===== config.mk =====
export PLATFORM = sky130hd
export DESIGN_NAME = divider_5_22_rem_pipe
export DESIGN_NICKNAME = d
export VERILOG_FILES = /design/src/rtl/divider_const_pkg.sv /design/src/rtl/divider_5_22_corr.sv /design/src/rtl/divider_5_22_rem_pipe.sv
export SDC_FILE = /design/constraint.sdc
export NUM_CORES = 1
export LEC_CHECK = 0
export ABC_CLOCK_PERIOD_IN_PS = 4400
export CAP_MARGIN = 5
export CORE_ASPECT_RATIO = 0.75
export CORE_MARGIN = 8
export CORE_UTILIZATION = 63
export CTS_CLUSTER_DIAMETER = 120
export DETAILED_ROUTE_END_ITERATION = 8
export DONT_BUFFER_PORTS = 1
export PLACE_DENSITY = 0.79
export SLEW_MARGIN = 10
export SYNTH_ARGS = -nofsm -noshare
export SYNTH_HDL_FRONTEND = slang
export SYNTH_SLANG_ARGS = --single-unit

===== constraint.sdc =====
create_clock -name clk -period 4.4 [get_ports clk]
set_input_delay 0.22 -clock clk [delete_from_list [all_inputs] [get_ports clk]]
set_output_delay 0.22 -clock clk [all_outputs]
set_load 0.05 [all_outputs]

===== src/rtl/divider_const_pkg.sv =====
// -----------------------------------------------------------------------------
// divider_const_pkg
// Shared constants and types for the constant divider divider_5_22 and its
// downstream quotient-check / remainder stage divider_5_22_rem_pipe.
//
// Contents:
//   DIVISOR_22   constant divisor
//   CONST_MULTI  reciprocal multiplier used by the upstream approximation
//   BWI1/BWO1    dividend / quotient widths
//   BWR          remainder width (2^BWR > DIVISOR_22)
//   raw_width()  signed width needed for dividend - quot*DIVISOR
//   divres_t     output-side {quot, rem} pair
// -----------------------------------------------------------------------------
package divider_const_pkg;

    localparam int DIVISOR_22 = 22;
    localparam logic [9:0] CONST_MULTI = 10'b0000101111;

    localparam int BWI1 = 5;
    localparam int BWO1 = 5;
    localparam int BWR  = 5;

    // max(bwi, bwo + clog2(div)) + 2: one guard bit for the sign, one so the
    // unsigned product can never alias into the sign bit.
    function automatic int raw_width(input int bwi, input int bwo, input int div);
        int prod_w;
        prod_w = bwo + $clog2(div);
        return ((bwi > prod_w) ? bwi : prod_w) + 2;
    endfunction

    typedef struct packed {
        logic [BWO1-1:0] quot;
        logic [BWR-1:0]  rem;
    } divres_t;

endpackage


===== src/rtl/divider_5_22_corr.sv =====
// -----------------------------------------------------------------------------
// divider_5_22_corr
// Purely combinational one-step quotient correction. Given the signed raw
// remainder (dividend - quot*DIVISOR) and the approximate quotient, produces
// the corrected quotient, the exact remainder and a flag telling whether the
// quotient had to be changed. Reusable for any constant divisor.
//
// Ports:
//   raw_i   signed raw remainder, RAW_W bits
//   quot_i  approximate quotient, BWO1 bits
//   quot_o  corrected quotient (wraps modulo 2^BWO1)
//   rem_o   exact remainder, BWR bits
//   corr_o  1 when quot_o differs from quot_i
// -----------------------------------------------------------------------------
module divider_5_22_corr #(
    parameter int BWO1    = 5,
    parameter int BWR     = 5,
    parameter int RAW_W   = 12,
    parameter int DIVISOR = 22
) (
    input  logic signed [RAW_W-1:0] raw_i,
    input  logic        [BWO1-1:0]  quot_i,
    output logic        [BWO1-1:0]  quot_o,
    output logic        [BWR-1:0]   rem_o,
    output logic                    corr_o
);
    import divider_const_pkg::*;

    localparam logic signed [RAW_W-1:0] DIV_S = RAW_W'(DIVISOR);
    localparam logic        [BWO1-1:0]  ONE_Q = BWO1'(1);

    logic signed [RAW_W-1:0]     rem_full;
    logic        [RAW_W-BWR-1:0] rem_hi_unused;

    // Only a single step is taken; an upstream error beyond +-1 leaves an
    // out-of-range remainder, but the flag still reports the change.
    always_comb begin
        quot_o   = quot_i;
        rem_full = raw_i;
        if (raw_i[RAW_W-1]) begin
            quot_o   = quot_i - ONE_Q;
            rem_full = raw_i + DIV_S;
        end else if (raw_i >= DIV_S) begin
            quot_o   = quot_i + ONE_Q;
            rem_full = raw_i - DIV_S;
        end
        rem_o  = rem_full[BWR-1:0];
        corr_o = (quot_o != quot_i);
    end

    // Upper bits are zero for legal inputs; they are deliberately dropped.
    assign rem_hi_unused = rem_full[RAW_W-1:BWR];

endmodule


===== src/rtl/divider_5_22_rem_pipe.sv =====
// -----------------------------------------------------------------------------
// divider_5_22_rem_pipe
// Two-stage pipelined quotient check and remainder stage placed after the
// constant divider divider_5_22. S1 registers the dividend / approximate
// quotient pair; S2 registers the corrected quotient and exact remainder.
//
// Handshake: a transfer happens on a rising edge where valid and ready are
// both 1. A stage advances when it is empty or its downstream is taking its
// data; in_ready is combinational from out_ready (no skid buffer), which lets
// S2 hand out and reload in the same cycle for full throughput.
//
// Ports:
//   clk, rst_n             clock, asynchronous active-low reset
//   in_valid / in_ready    input handshake
//   in_dividend, in_quot   dividend and upstream approximate quotient
//   out_valid / out_ready  output handshake
//   out_quot, out_rem      registered exact quotient / remainder
//   corr_sticky            a correction ever occurred since reset
//
// Build option: define DIVIDER_5_22_CORR_STICKY_EN to build the sticky
// correction flag; otherwise corr_sticky is tied to 0.
// -----------------------------------------------------------------------------
module divider_5_22_rem_pipe #(
    parameter int BWI1    = divider_const_pkg::BWI1,
    parameter int BWO1    = divider_const_pkg::BWO1,
    parameter int DIVISOR = divider_const_pkg::DIVISOR_22,
    parameter int BWR     = divider_const_pkg::BWR
) (
    input  logic            clk,
    input  logic            rst_n,
    input  logic            in_valid,
    output logic            in_ready,
    input  logic [BWI1-1:0] in_dividend,
    input  logic [BWO1-1:0] in_quot,
    output logic            out_valid,
    input  logic            out_ready,
    output logic [BWO1-1:0] out_quot,
    output logic [BWR-1:0]  out_rem,
    output logic            corr_sticky
);
    import divider_const_pkg::*;

    localparam int RAW_W = raw_width(BWI1, BWO1, DIVISOR);

    // Stage registers
    logic            s1_valid_q, s1_valid_d;
    logic [BWI1-1:0] s1_div_q,   s1_div_d;
    logic [BWO1-1:0] s1_quot_q,  s1_quot_d;
    logic            s2_valid_q, s2_valid_d;
    divres_t         s2_res_q,   s2_res_d;

    logic s1_adv, s2_adv;

    // Raw remainder datapath
    logic        [RAW_W-1:0] prod;
    logic signed [RAW_W-1:0] raw;
    logic        [BWO1-1:0]  corr_quot;
    logic        [BWR-1:0]   corr_rem;
    logic                    corr_flag;

    always_comb begin
        s2_adv = !s2_valid_q || out_ready;
        s1_adv = !s1_valid_q || s2_adv;
    end

    assign in_ready = s1_adv;

    // Product is unsigned; the difference is taken as signed.
    assign prod = RAW_W'(s1_quot_q) * RAW_W'(DIVISOR);
    assign raw  = $signed(RAW_W'(s1_div_q)) - $signed(prod);

    divider_5_22_corr #(
        .BWO1    (BWO1),
        .BWR     (BWR),
        .RAW_W   (RAW_W),
        .DIVISOR (DIVISOR)
    ) u_corr (
        .raw_i  (raw),
        .quot_i (s1_quot_q),
        .quot_o (corr_quot),
        .rem_o  (corr_rem),
        .corr_o (corr_flag)
    );

    always_comb begin
        s1_valid_d = s1_valid_q;
        s1_div_d   = s1_div_q;
        s1_quot_d  = s1_quot_q;
        if (s1_adv) begin
            s1_valid_d = in_valid;
            if (in_valid) begin
                s1_div_d  = in_dividend;
                s1_quot_d = in_quot;
            end
        end
    end

    always_comb begin
        s2_valid_d = s2_valid_q;
        s2_res_d   = s2_res_q;
        if (s2_adv) begin
            s2_valid_d = s1_valid_q;
            if (s1_valid_q) begin
                s2_res_d.quot = corr_quot;
                s2_res_d.rem  = corr_rem;
            end
        end
    end

    always_ff @(posedge clk or negedge rst_n) begin
        if (!rst_n) begin
            s1_valid_q <= 1'b0;
            s1_div_q   <= '0;
            s1_quot_q  <= '0;
            s2_valid_q <= 1'b0;
            s2_res_q   <= '0;
        end else begin
            s1_valid_q <= s1_valid_d;
            s1_div_q   <= s1_div_d;
            s1_quot_q  <= s1_quot_d;
            s2_valid_q <= s2_valid_d;
            s2_res_q   <= s2_res_d;
        end
    end

    assign out_valid = s2_valid_q;
    assign out_quot  = s2_res_q.quot;
    assign out_rem   = s2_res_q.rem;

`ifdef DIVIDER_5_22_CORR_STICKY_EN
    logic sticky_q, sticky_d;

    // Sets on the S2 load of a result whose quotient had to be corrected.
    always_comb begin
        sticky_d = sticky_q;
        if (s2_adv && s1_valid_q && corr_flag) begin
            sticky_d = 1'b1;
        end
    end

    always_ff @(posedge clk or negedge rst_n) begin
        if (!rst_n) begin
            sticky_q <= 1'b0;
        end else begin
            sticky_q <= sticky_d;
        end
    end

    assign corr_sticky = sticky_q;
`else
    logic corr_unused;

    assign corr_unused = corr_flag;
    assign corr_sticky = 1'b0;
`endif

endmodule


==> impl_metrics.json, run 1 <==
{
  "grt_overflow": 0,
  "cts_setup_buffers": 0,
  "hpwlAfterDp_microns": 3250,
  "clkTransAtPathRegs_ns": 0.07,
  "ys_seq_area_share_pct": 31.2,
  "startpoint_type": "register",
  "ys_ff_latch": 22,
  "syn_nets": 220,
  "place_inst": 213,
  "htreeDepth": 1,
  "drv_slew": 0,
  "reg2reg_slack_ns": 0.56,
  "start_util_pct": 66.8,
  "area_growth_pct": 5.39,
  "root_buffer": "clkbuf_8",
  "postCtsHoldBufs": 1,
  "cts_resized": 0,
  "dr_wl_met2_microns": 1940,
  "path_max_fanout": 10,
  "cts_sinks": 22,
  "synth_area_sq_um": 1760,
  "slew_headroom_pct": 36.1,
  "die_area_sq_um": 4770,
  "grt_usage_pct": 17.3,
  "cts_tree": "done",
  "switching_share_pct": 52.2,
  "grt_first_pass_wirelength_microns": 6580,
  "ff2ff_path_depth": 13,
  "wl_met1_microns": 1690,
  "p_leak_nw": 0.847,
  "power_frac_comb_pct": 55.1,
  "fin_worst_skew_ns": 0.00452,
  "insertedDiodeCount": 0,
  "seqCellArea_sq_um": 551,
  "layout_commonest_cell": "ha_1",
  "synth_cell_types": 44,
  "maxCapViolCount": 0,
  "p_per_area_nw_per_um2": 671,
  "avgSynthCellArea_sq_um": 9.80,
  "dr_wl_met3_microns": 338,
  "worstSkewPairLatency_ns": 0.26,
  "fp.dieH_microns": 61.8,
  "irDropWorstVdd_mv": 0.348,
  "worst_ep_arrival_time_ns": 4.04,
  "grt_max_degree": 23,
  "drt_pass1_iterations": 4,
  "grt_pass1_vias": 1476,
  "final_nets": 223,
  "path_class": "reg2reg",
  "period_needed_ns": 3.84,
  "numCtsBuffers": 3,
  "remaining_drc_errors": 0,
  "fin_area_sq_um": 1860,
  "critPathRequiredTime_ns": 4.60,
  "gp_congestion": 0.820,
  "drive_gt1_share_pct": 11.0,
  "tightest_slew_ns": 0.955,
  "outcome": "finished, final reports clean",
  "routedWlPerCell_microns": 18.5,
  "hold_viol": 0,
  "report.final.setup_viol": 0,
  "ios": 27,
  "io_buffers": 0,
  "tns_ns": 0,
  "clkPwrFrac_pct": 11.3,
  "hold_slack_ns": 0.0753,
  "multiInputGateArea_sq_um": 1150,
  "drtIter0Drc": 66,
  "yosysWarnings": 0,
  "period_share_pct": 87.2,
  "final_cells": 218,
  "row_count": 16,
  "hold_path.class": "in2reg",
  "antenna_found_initial": 0,
  "holdPathStages": 1,
  "p_sw_mw": 0.651,
  "routed_wl_microns": 4040,
  "clk_path_buf_depth": 2,
  "synthCells": 180,
  "top_layer_used": "met4",
  "end_kind": "register",
  "final_antenna_net_count": 0,
  "vias_per_cell": 6.35,
  "die_x_microns": 77.1,
  "placed_area_sq_um": 1790,
  "vias": 1385,
  "grt_setup_unrepaired": "no",
  "core-area_sq_um": 2640,
  "layout_common_cells": "23 x ha_1, 22 x dfrtp_1, 17 x nand2_1",
  "seqPwrFrac_pct": 33.6,
  "p_int_mw": 0.596,
  "fill_cells": 220,
  "max_freq_mhz": 261
}
==> registers in the layout (all words and copies together), names as in the netlist <==
register and count:
out_quot 5, out_rem 5, s1_div_q 5, s1_quot_q 5, out_valid 1, s1_valid_q 1
==> cell usage after synthesis (all sizes together) <==
cell type | instances | area, sq um
nand2b | 5 | 31.3
fa | 3 | 60.1
a311oi | 1 | 8.76
o21a | 1 | 7.51
nor2b | 3 | 18.8
or4 | 2 | 15.0
nand2 | 18 | 75.1
o31ai | 4 | 30.0
o32a | 1 | 10.0
o21ai | 11 | 55.1
a211oi | 1 | 7.51
xor2 | 1 | 8.76
a21o | 2 | 15.0
mux2i | 1 | 13.8
xnor2 | 7 | 61.3
nand3 | 3 | 15.0
nor3 | 3 | 15.0
a32oi | 1 | 8.76
mux2 | 11 | 124
o311ai | 1 | 8.76
buf | 1 | 7.51
nor2 | 6 | 22.5
nand4 | 5 | 31.3
nor4 | 2 | 27.5
a2111oi | 1 | 27.5
and4 | 2 | 17.5
conb | 1 | 3.75
a221o | 1 | 10.0
a21boi | 2 | 15.0
nand4b | 1 | 8.76
clkbuf | 2 | 7.51
a21oi | 9 | 48.8
ha | 23 | 288
dfrtp | 22 | 551
and3 | 2 | 12.5
or3 | 1 | 6.26
and2 | 2 | 12.5
nand3b | 2 | 15.0
o211a | 1 | 10.0
inv | 14 | 52.6
==> worst paths after layout <==
check	from	end
max	s1_quot_q[2]	out_quot[4]
min	in_valid	s1_valid_q
max reg2reg	s1_quot_q[2]	out_quot[4]
min reg2reg	s1_div_q[1]	s1_div_q[1]
max in group asynchronous	rst_n	s1_div_q[3]
min in group asynchronous	rst_n	out_rem[3]
==> stage by stage <==
step | setup WS (ns) | total power [mW] | util [%]
2_1_floorplan | 0.960 | 0.950 | -
3_3_place_gp | 0.730 | 1.06 | 67.9
3_5_place_dp | 0.608 | 1.09 | 67.9
4_1_cts | 0.566 | 1.24 | 70.4
5_1_grt | 0.282 | 1.33 | 70.4
6_report | 0.563 | 1.25 | 70.4
==> worst max-delay path: stages (launching register included) <==
cell and delay, ns:
dfrtp_1 0.50, inv_1 0.11, ha_1 0.30, ha_1 0.19, inv_1 0.07, fa_1 0.48, ha_1 0.35, o21ai_1 0.08
a21oi_1 0.15, o21ai_0 0.18, nor4_4 0.64, nand2_4 0.13, or4_1 0.50, nand4_1 0.10
==> layer usage <==
layer	GRT usage [%]	up-vias
li1	-	655
met1	17.9	660
met2	32.0	59
met3	6.47	11
met4	7.49	0
met5	0	-
==> power by group through the flow <==
stage                     clock [mW]  combinational, mW  sequential [mW]
after global placement             0              0.641            0.423
after floorplan                    0              0.543            0.407
final                          0.141              0.686            0.419
after global routing           0.152              0.751            0.428
after CTS                      0.144              0.680            0.421
after detailed placement           0              0.667            0.426
==> logic make-up (layout without fill, tap and decap cells) <==
family          Yosys count  count (layout)  share of synthesized area [%]
other cells               1               1                          0.213
mux                      12              12                           7.80
flops                    22              22                           31.2
simple gates             57              57                           18.4
fa+ha+maj                26              26                           19.7
buf+inv                  17              19                           3.83
compound gates           37              37                           14.9
xor+xnor                  8               8                           3.97
==> cell type report <==
class	count	share of cell area, %
Inverter	14	2.83
Multi-Input combinational cell	141	61.6
Timing Repair Buffer	1	0.538
Sequential cell	22	29.6
Tap cell	36	2.42
Clock buffer	4	2.96
(Power assumes the default switching activity.)
==> run 2: changes to the inputs <==
--- a/config.mk
+++ b/config.mk
@@ -5,9 +5,9 @@
 export SDC_FILE = /design/constraint.sdc
 export NUM_CORES = 1
 export LEC_CHECK = 0
-export ABC_CLOCK_PERIOD_IN_PS = 4400
+export ABC_CLOCK_PERIOD_IN_PS = 3800
 export CAP_MARGIN = 5
-export CORE_ASPECT_RATIO = 0.75
+export CORE_ASPECT_RATIO = 0.9
 export CORE_MARGIN = 8
 export CORE_UTILIZATION = 63
 export CTS_CLUSTER_DIAMETER = 120
==> constraint.sdc (replaced) <==
create_clock -name clk -period 3.8 [get_ports clk]
set_input_delay 0.19 -clock clk [delete_from_list [all_inputs] [get_ports clk]]
set_output_delay 0.19 -clock clk [all_outputs]
set_load 0.05 [all_outputs]
==> run 2 against run 1 <==
- sequential share of layout area decreased by 0.98 points
- critical path depth did not move
- non-clock buffer count increased by 7
- count of clock-buffer cells in the layout shrank 1
- flip-flop and latch count unchanged
- wire length is 3.9% lower
- fmax increased by 6.8%
- die area is 0.33% lower
- combinational power is 20% higher
- critical endpoint unchanged
==> impl_metrics.json, run 2 (synthesized netlist as in run 1, its figures left out) <==
{
  "insertedDiodeCount": 0,
  "outcome": "finished, final reports clean",
  "p_per_area_nw_per_um2": 769,
  "maxCapViolCount": 0,
  "period_needed_ns": 3.59,
  "drv_slew": 0,
  "final_cells": 219,
  "worstSkewPairLatency_ns": 0.31,
  "report.final.setup_viol": 0,
  "timing.rr.start": "s1_quot_q[2]",
  "hpwlAfterDp_microns": 3050,
  "htreeDepth": 1,
  "grt_overflow": 0,
  "final_antenna_net_count": 0,
  "vias": 1393,
  "gp_congestion": 0.853,
  "path_class": "reg2reg",
  "io_buffers": 0,
  "layout_common_cells": "23 x ha_1, 20 x dfrtp_1, 17 x nand2_1",
  "start_util_pct": 65.3,
  "drt_pass1_iterations": 4,
  "seqPwrFrac_pct": 32.5,
  "layout_commonest_cell": "ha_1",
  "drtIter0Drc": 78,
  "clkPwrFrac_pct": 12.0,
  "worstHoldEndpoint": "s1_div_q[0]",
  "placed_area_sq_um": 1800,
  "clkTransAtPathRegs_ns": 0.12,
  "irDropWorstVdd_mv": 0.366,
  "grt_max_degree": 23,
  "end_kind": "register",
  "core-area_sq_um": 2700,
  "max_freq_mhz": 278,
  "remaining_drc_errors": 0,
  "hold_viol": 0,
  "multiInputGateArea_sq_um": 1160,
  "ff2ff_path_depth": 13,
  "path_max_fanout": 10,
  "fin_area_sq_um": 1930,
  "routed_wl_microns": 3890,
  "drive_gt1_share_pct": 13.8,
  "grt_first_pass_wirelength_microns": 6360,
  "r2r-end": "out_quot[4]",
  "seqCellArea_sq_um": 553,
  "fill_cells": 205,
  "switching_share_pct": 51.4,
  "clk_path_buf_depth": 2,
  "p_leak_nw": 0.878,
  "ios": 27,
  "die_x_microns": 71.8,
  "row_count": 18,
  "cts_sinks": 22,
  "cts_tree": "done",
  "place_inst": 209,
  "startpoint_type": "register",
  "root_buffer": "clkbuf_4",
  "fp.dieH_microns": 66.2,
  "p_int_mw": 0.722,
  "reg2reg_slack_ns": 0.21,
  "holdPathStages": 1,
  "power_frac_comb_pct": 55.5,
  "period_share_pct": 94.6,
  "worst_ep_arrival_time_ns": 3.84,
  "die_area_sq_um": 4750,
  "slew_headroom_pct": 35.9,
  "cts_setup_buffers": 0,
  "grt_usage_pct": 16.7,
  "finalPower_mw": 1.49,
  "grt_pass1_vias": 1411,
  "min_from": "in_dividend[0]",
  "numCtsBuffers": 3,
  "vias_per_cell": 6.36,
  "p_sw_mw": 0.764,
  "final_nets": 230,
  "critPathRequiredTime_ns": 4.05,
  "fin_worst_skew_ns": 0.00244,
  "antenna_found_initial": 0,
  "tightest_slew_ns": 0.958,
  "hold_path.class": "in2reg",
  "routedWlPerCell_microns": 17.7,
  "area_growth_pct": 9.50
}
## run 2: repair_timing
action	in CTS	in global routing
resized for setup	0	7
hold buffers	2	4
endpoints found under the hold margin	23	4
endpoints found under the setup margin	0	6
## run 2: power by group through the flow
stage,Combinational [mW],Sequential (mW),Clock [mW]
2_1_floorplan,0.629,0.471,0
5_1_grt,0.909,0.493,0.192
3_5_place_dp,0.773,0.490,0
4_1_cts,0.787,0.485,0.181
6_report,0.824,0.483,0.178
3_3_place_gp,0.743,0.487,0
## run 2: how the worst max path moves through the flow
| stage | from | to | slack, ns |
|---|---|---|---|
| floorplan | s1_quot_q[2] | out_quot[4] | 0.36 |
| global placement | s1_quot_q[0] | out_quot[4] | 0.27 |
| detailed placement | s1_quot_q[0] | out_rem[4] | 0.10 |
| CTS | s1_quot_q[0] | out_rem[4] | 0.07 |
| global route | s1_quot_q[2] | out_quot[4] | -0.003 |
| finish | s1_quot_q[2] | out_quot[4] | 0.21 |
## run 2: layer usage
metal | share of wire (%) | track usage, % | up-vias
li1 | - | - | 668
met1 | 42 | 17.9 | 655
met2 | 49 | 30.0 | 54
met3 | 7.0 | 5.76 | 16
met4 | 2.2 | 5.85 | 0
met5 | 0 | 0 | -
## run 2: through the flow
stage          hold WS, ns  utilization [%]  setup TNS (ns)  setup WS, ns
4_1_cts             0.0142             69.4               0        0.0665
5_1_grt           -0.00133             71.5        -0.00332      -0.00263
2_1_floorplan       -0.106                -               0         0.360
3_3_place_gp        -0.105             66.7               0         0.266
6_report            0.0168             71.5               0         0.207
3_5_place_dp        -0.105             66.7               0         0.101
## run 2: final cells by class
class	instances	area share [%]
Inverter	14	2.72
Clock inverter	1	1.55
Timing Repair Buffer	8	4.08
Multi-Input combinational cell	141	59.9
Clock buffer	3	1.17
Tap cell	30	1.94
Sequential cell	22	28.6
## run 2: critical path, stage by stage (launching register included)
cell,delay [ns]
dfrtp_2,0.48
ha_1,0.31
ha_1,0.30
inv_1,0.06
fa_1,0.45
ha_1,0.34
o21ai_1,0.08
a21oi_1,0.17
o21ai_1,0.14
nor4_4,0.31
buf_6,0.19
nand2_4,0.09
or4_1,0.50
nand4_1,0.11
